## src/rtl/video_ctrl_pkg.sv

```systemverilog
// Shared types and constants for the video mode controller.
// Mode codes, field widths and FSM state encoding.
package video_ctrl_pkg;

  localparam int MODE_W = 2;
  localparam int TH_W   = 8;

  localparam logic [MODE_W-1:0] MODE_RGB  = 2'd0;
  localparam logic [MODE_W-1:0] MODE_GRAY = 2'd1;
  localparam logic [MODE_W-1:0] MODE_BIN  = 2'd2;

  typedef enum logic [1:0] {
    ST_IDLE    = 2'd0,
    ST_PENDING = 2'd1,
    ST_COMMIT  = 2'd2
  } state_t;

  function automatic logic [MODE_W-1:0] next_mode(
    input logic [MODE_W-1:0] m
  );
    case (m)
      MODE_RGB:  return MODE_GRAY;
      MODE_GRAY: return MODE_BIN;
      default:   return MODE_RGB;
    endcase
  endfunction

endpackage

```

## src/rtl/key_debounce.sv

```systemverilog
// Single-key synchroniser, debouncer and press detector.
// Emits one 1-cycle pulse per accepted 0->1 level change.
module key_debounce #(
  parameter int DEBOUNCE_CYCLES = 500000
) (
  input  logic clk,
  input  logic rst,
  input  logic key_raw,
  output logic press
);

  localparam int CW =
    (DEBOUNCE_CYCLES > 1) ? $clog2(DEBOUNCE_CYCLES) : 1;
  localparam logic [CW-1:0] CNT_MAX = CW'(DEBOUNCE_CYCLES - 1);

  logic          ff1;
  logic          ff2;
  logic          level;
  logic          level_d;
  logic [CW-1:0] cnt;

  // Sync, count stable differing cycles, flip level, detect rise.
  always_ff @(posedge clk) begin
    if (rst) begin
      ff1     <= 1'b0;
      ff2     <= 1'b0;
      level   <= 1'b0;
      level_d <= 1'b0;
      press   <= 1'b0;
      cnt     <= '0;
    end else begin
      ff1     <= key_raw;
      ff2     <= ff1;
      level_d <= level;
      press   <= level & ~level_d;
      if (ff2 == level) begin
        cnt <= '0;
      end else if (cnt == CNT_MAX) begin
        level <= ff2;
        cnt   <= '0;
      end else begin
        cnt <= cnt + 1'b1;
      end
    end
  end

endmodule

```

## src/rtl/video_mode_ctrl.sv

```systemverilog
// Operator-control sequencer for the pixel stage.
// Shadows key-driven settings and commits them on frame edges.
module video_mode_ctrl
  import video_ctrl_pkg::*;
#(
  parameter int DEBOUNCE_CYCLES = 500000,
  parameter int TH_RESET        = 100,
  parameter int TH_STEP         = 5
) (
  input  logic       clk,
  input  logic       rst,
  input  logic [2:0] key,
  input  logic       i_vs,
  output logic [1:0] mode,
  output logic [7:0] threshold,
  output logic       cfg_update,
  output logic       pending
);

  localparam logic [TH_W-1:0] TH_RST = TH_W'(TH_RESET);
  localparam logic [TH_W:0]   STEP9  = (TH_W + 1)'(TH_STEP);

  logic [2:0]        press;
  logic [MODE_W-1:0] sh_mode;
  logic [TH_W-1:0]   sh_th;
  logic [MODE_W-1:0] sh_mode_nxt;
  logic [TH_W-1:0]   sh_th_nxt;
  logic [MODE_W-1:0] snap_mode;
  logic [TH_W-1:0]   snap_th;
  logic [TH_W:0]     th_up;
  logic [TH_W:0]     th_dn;
  logic              vs_d;
  logic              vs_edge;
  logic              diff_act;
  logic              diff_snap;
  state_t            state;
  state_t            state_nxt;

  genvar gi;
  generate
    for (gi = 0; gi < 3; gi++) begin : g_db
      key_debounce #(
        .DEBOUNCE_CYCLES(DEBOUNCE_CYCLES)
      ) u_db (
        .clk    (clk),
        .rst    (rst),
        .key_raw(key[gi]),
        .press  (press[gi])
      );
    end
  endgenerate

  assign th_up   = {1'b0, sh_th} + STEP9;
  assign th_dn   = {1'b0, sh_th} - STEP9;
  assign vs_edge = i_vs & ~vs_d;

  assign diff_act  = {sh_mode, sh_th} != {mode, threshold};
  assign diff_snap = {sh_mode, sh_th} != {snap_mode, snap_th};

  // Next shadow values from this cycle's press pulses.
  always_comb begin
    sh_mode_nxt = sh_mode;
    sh_th_nxt   = sh_th;
    if (press[0]) sh_mode_nxt = next_mode(sh_mode);
    if (press[1] & ~press[2]) begin
      sh_th_nxt = th_up[TH_W] ? '1 : th_up[TH_W-1:0];
    end else if (press[2] & ~press[1]) begin
      sh_th_nxt = th_dn[TH_W] ? '0 : th_dn[TH_W-1:0];
    end
  end

  // Commit FSM next state.
  always_comb begin
    state_nxt = state;
    case (state)
      ST_IDLE: begin
        if (diff_act) state_nxt = ST_PENDING;
      end
      ST_PENDING: begin
        if (!diff_act)    state_nxt = ST_IDLE;
        else if (vs_edge) state_nxt = ST_COMMIT;
      end
      ST_COMMIT: begin
        state_nxt = diff_snap ? ST_PENDING : ST_IDLE;
      end
      default: state_nxt = ST_IDLE;
    endcase
  end

  // State, shadow, snapshot and active registers.
  always_ff @(posedge clk) begin
    if (rst) begin
      state      <= ST_IDLE;
      vs_d       <= 1'b0;
      sh_mode    <= MODE_RGB;
      sh_th      <= TH_RST;
      snap_mode  <= MODE_RGB;
      snap_th    <= TH_RST;
      mode       <= MODE_RGB;
      threshold  <= TH_RST;
      cfg_update <= 1'b0;
      pending    <= 1'b0;
    end else begin
      state      <= state_nxt;
      vs_d       <= i_vs;
      sh_mode    <= sh_mode_nxt;
      sh_th      <= sh_th_nxt;
      cfg_update <= (state == ST_COMMIT);
      pending    <= (state_nxt != ST_IDLE) &
                    (state != ST_COMMIT);
      if (state == ST_PENDING && vs_edge) begin
        snap_mode <= sh_mode;
        snap_th   <= sh_th;
      end
      if (state == ST_COMMIT) begin
        mode      <= snap_mode;
        threshold <= snap_th;
      end
    end
  end

endmodule
```

## config.mk

```make
export PLATFORM = sky130hd
export DESIGN_NAME = video_mode_ctrl
export DESIGN_NICKNAME = d
export VERILOG_FILES = /design/src/rtl/video_ctrl_pkg.sv /design/src/rtl/key_debounce.sv /design/src/rtl/video_mode_ctrl.sv
export SDC_FILE = /design/constraint.sdc
export NUM_CORES = 1
export LEC_CHECK = 0
export CAP_MARGIN = 0
export CORE_ASPECT_RATIO = 2
export CORE_MARGIN = 10
export CORE_UTILIZATION = 45
export DETAILED_ROUTE_END_ITERATION = 12
export HOLD_SLACK_MARGIN = 0.05
export MAX_ROUTING_LAYER = met4
export SYNTH_ARGS = -nofsm -noshare
export SYNTH_HDL_FRONTEND = slang
export SYNTH_HIERARCHICAL = 1
export SYNTH_SLANG_ARGS = --single-unit
```

## constraint.sdc

```tcl
create_clock -name clk -period 2.56 [get_ports clk]
set_input_delay 0.512 -clock clk [delete_from_list [all_inputs] [get_ports clk]]
set_output_delay 0.512 -clock clk [all_outputs]
set_load 0.02 [all_outputs]
```

==> run_results.csv <==
group,metric,value,unit
timing,fin_crit,1890,ps
worst_setup_path,cp.buffers_inverters,1,
detailed_routing,viasPerCell,5.49,
synth,ys_seq_area_frac,0.427,
power,switching_power,0.000645,W
timing,max_freq,530,MHz
synth,synth_warnings,6,
worst_setup_path,cp.required,2780,ps
power,p_seq_frac,0.539,
synth,synth_ff_type,"dfxtp_1",
synth,yosys.area.top_type,"dfxtp_1",
timing,slew_viol_final,0,
placement,dp_worst_setup_slack,607,ps
min_path,hold_class,"reg -> reg",
worst_setup_path,slowest_stage,"or4_4",
final_layout,multi_input_area,2640,µm²
placement,port_buffers,17,
clock_tree,clockBufferDepth,2,
global_routing,track_usage,0.145,
worst_setup_path,worstSetupEndpointType,"flip-flop",
worst_setup_path,start_kind,"flip-flop",
power,combPwrFrac,0.013,
power,power.density,556,nW/µm²
worst_setup_path,critPathKind,"reg -> reg",
timing,rsz0062_at_grt,"no",
synth,syn_nets,589,
worst_setup_path,critPathTopFamily,"simple AND/OR/NAND/NOR gates",
power,netSwitchingFraction,0.208,
final_layout,regArea,2140,µm²
global_routing,grt.overflow.total,0,
synth,synth_edf_count,0,
floorplanning,die-area,16000,µm²
detailed_routing,routedWlPerCell,14.4,µm
synth,synth_cell_types,58,
floorplanning,start_util,0.459,
clock_tree,ctsHoldBuffers,0,
synth,ys_ff_latch,107,
clock_tree,clkTransAtPathRegs,70,ps
final_layout,finish.utilization,0.510,
timing,timing.slew.headroom,0.491,
clock_tree,cts_tree,"built",
power,power.internal,0.00246,W
clock_tree,cts_sinks,107,
synth,async_flop_share,0,
placement,hpwl,7.84,mm
power,clkPwrFrac,0.448,
detailed_routing,drt.antenna.violating_nets,0,
power,p_leak,1.75,nW
timing,timing.setup.tns,0,ps
detailed_routing,firstDrtPassIters,5,
global_routing,antenna_found_initial,0,
final_layout,antennaDiodeCount,0,
placement,gp_congestion,0.825,
timing,setup-violations-final,0,
worst_setup_path,path_max_fanout,19,
floorplanning,die_w,94.7,µm
power,vdd_drop_max,0.000431,V
detailed_routing,drt-total-wl,10.6,mm
timing,finalHoldViolCount,0,
floorplanning,ios,18,
clock_tree,cts_made_buffers,9,
timing,worst_pin_slew,763,ps
floorplanning,coreArea,10900,µm²
worst_setup_path,crit_path_max_incr_delay,470,ps
final_layout,area_growth,11.2,%
timing,setup_ws,673,ps
floorplanning,fp-row-count,54,
clock_tree,cts_resized,0,
final_layout,nNetsFinal,602,
synth,yosys-top-cells-count,"dfxtp_1, nor2_1, nand2_1, xnor2_1, a21oi_1",
clock_tree,insertion_delay,340,ps
final_layout,n_fill_cell,1075,
global_routing,grt_pass1_vias,4220,
floorplanning,die_h,169,µm
synth,synth.most_common_cell,"dfxtp_1",
final_layout,drive_above_1_share,0.0924,
timing,period_share,0.737,
synth,syn_avg_cell_area,8.70,µm²
worst_setup_path,cp.arrival,2100,ps
clock_tree,post_cts_buffers,0,
detailed_routing,dr_total_vias,4034,
job,max_cap_viol_count,0,
global_routing,grt_max_degree,29,
synth,synth_top_area_share,0.427,
global_routing,grt_pass1_wl,18.7,mm
clock_tree,cts_root_buf,"clkbuf_16",
clock_tree,cts.htree.levels,3,
synth,synth.top_cells.by_area,"dfxtp_1, xnor2_1, nor2_1, nand2_1, xor2_1",
synth,netlist_area,5020,µm²
worst_setup_path,crit_chain,"ha_1 -> nand3_2 -> or4_4 -> o31ai_4 -> buf_4 -> a21oi_1",
detailed_routing,drc_errors,0,
timing,finalClockSkew,9.71,ps
outcome,status,"finished clean",
detailed_routing,dr.first_iter.drc_count,199,
synth,syn_inst,577,
area by class of cell:
cell class,count,area share
Clock buffer,10,0.0410
Clock inverter,6,0.0128
Inverter,26,0.0175
Multi-Input combinational cell,421,0.473
Sequential cell,107,0.384
Tap cell,140,0.0314
Timing Repair Buffer,25,0.0403
state kept, by name (all words and copies together) (netlist names):
register,count
sh_th,8
snap_mode,2
g_db.u_db/level,3
threshold,8
state,2
cfg_update,1
g_db.u_db/press,3
g_db.u_db/ff1,3
g_db.u_db/level_d,3
pending,1
g_db.u_db/ff2,3
snap_th,8
mode,2
sh_mode,2
vs_d,1
g_db.u_db/cnt,57
worst reg2reg max path, delay by kind of cell, from the launching register on:
family	cells	cell delay (ps)
compound gates	2	240
fa+ha+maj	1	240
flops	1	380
buf+inv	1	260
simple gates	2	640
cell usage in the layout, fill, tap and decap left out, types with 4 or more instances in the layout:
cell type | synthesis | final
o31ai_1 | 4 | 4
nor3_1 | 21 | 21
nand2_1 | 56 | 56
ha_1 | 6 | 6
or3b_1 | 4 | 4
clkbuf_16 | 0 | 9
clkdlybuf4s50_1 | 0 | 16
a21oi_1 | 35 | 35
nand4_1 | 25 | 25
nand3b_1 | 7 | 7
xor2_1 | 22 | 22
nor2_1 | 69 | 69
buf_4 | 3 | 8
nor4_1 | 19 | 19
nand2b_1 | 9 | 9
o21ai_0 | 9 | 9
nand3_1 | 19 | 19
nor2b_1 | 10 | 10
inv_1 | 25 | 25
dfxtp_1 | 107 | 107
xnor2_1 | 41 | 41
stage by stage:
step / instances / cell area, µm² / power [W] / hold slack, ps
6_report: 735 / 5580 / 0.00310 / 382
5_1_grt: 735 / 5580 / 0.00323 / 413
4_1_cts: 735 / 5580 / 0.00317 / 386
3_5_place_dp: 719 / 5280 / 0.00175 / 375
3_3_place_gp: 719 / 5280 / 0.00175 / 373
2_1_floorplan: 577 / 5020 / 0.00174 / 368
worst paths after layout:
kind,from,end,slack (ps),cells past startpoint
max,g_db[1].u_db/cnt[0]$_SDFF_PP0_,g_db[1].u_db/cnt[17]$_SDFF_PP0_,670,6
min,g_db[2].u_db/level_d$_SDFF_PP0_,g_db[2].u_db/press$_SDFF_PP0_,380,1
max reg2reg,g_db[1].u_db/cnt[0]$_SDFF_PP0_,g_db[1].u_db/cnt[17]$_SDFF_PP0_,670,6
min reg2reg,g_db[2].u_db/level_d$_SDFF_PP0_,g_db[2].u_db/press$_SDFF_PP0_,380,1
per-layer routing:
metal | GRT usage | vias up | share of wire
li1 | - | 2045 | -
met5 | - | - | 0
met4 | 0.0700 | 0 | 0.027
met3 | 0.0301 | 26 | 0.024
met1 | 0.140 | 1893 | 0.38
met2 | 0.261 | 70 | 0.57
power by group through the flow:
stage | Combinational (W) | Sequential [W] | Clock (W)
after floorplan | 0.0000270 | 0.00171 | 0
after global placement | 0.0000421 | 0.00171 | 0
after detailed placement | 0.0000423 | 0.00171 | 0
after CTS | 0.0000426 | 0.00167 | 0.00145
after global routing | 0.0000463 | 0.00167 | 0.00151
final | 0.0000418 | 0.00167 | 0.00139
kinds of logic after synthesis:
family / count (synthesis) / share of synthesized area
AO/OA/AOI/OAI: 85 / 0.123
multiplexers: 3 / 0.00598
XOR/XNOR: 63 / 0.110
buffers and inverters: 49 / 0.0466
AND/OR/NAND/NOR: 264 / 0.272
adder cells (fa/ha/maj): 6 / 0.0150
flip-flops: 107 / 0.427
Power figures use the tool's default switching activity.
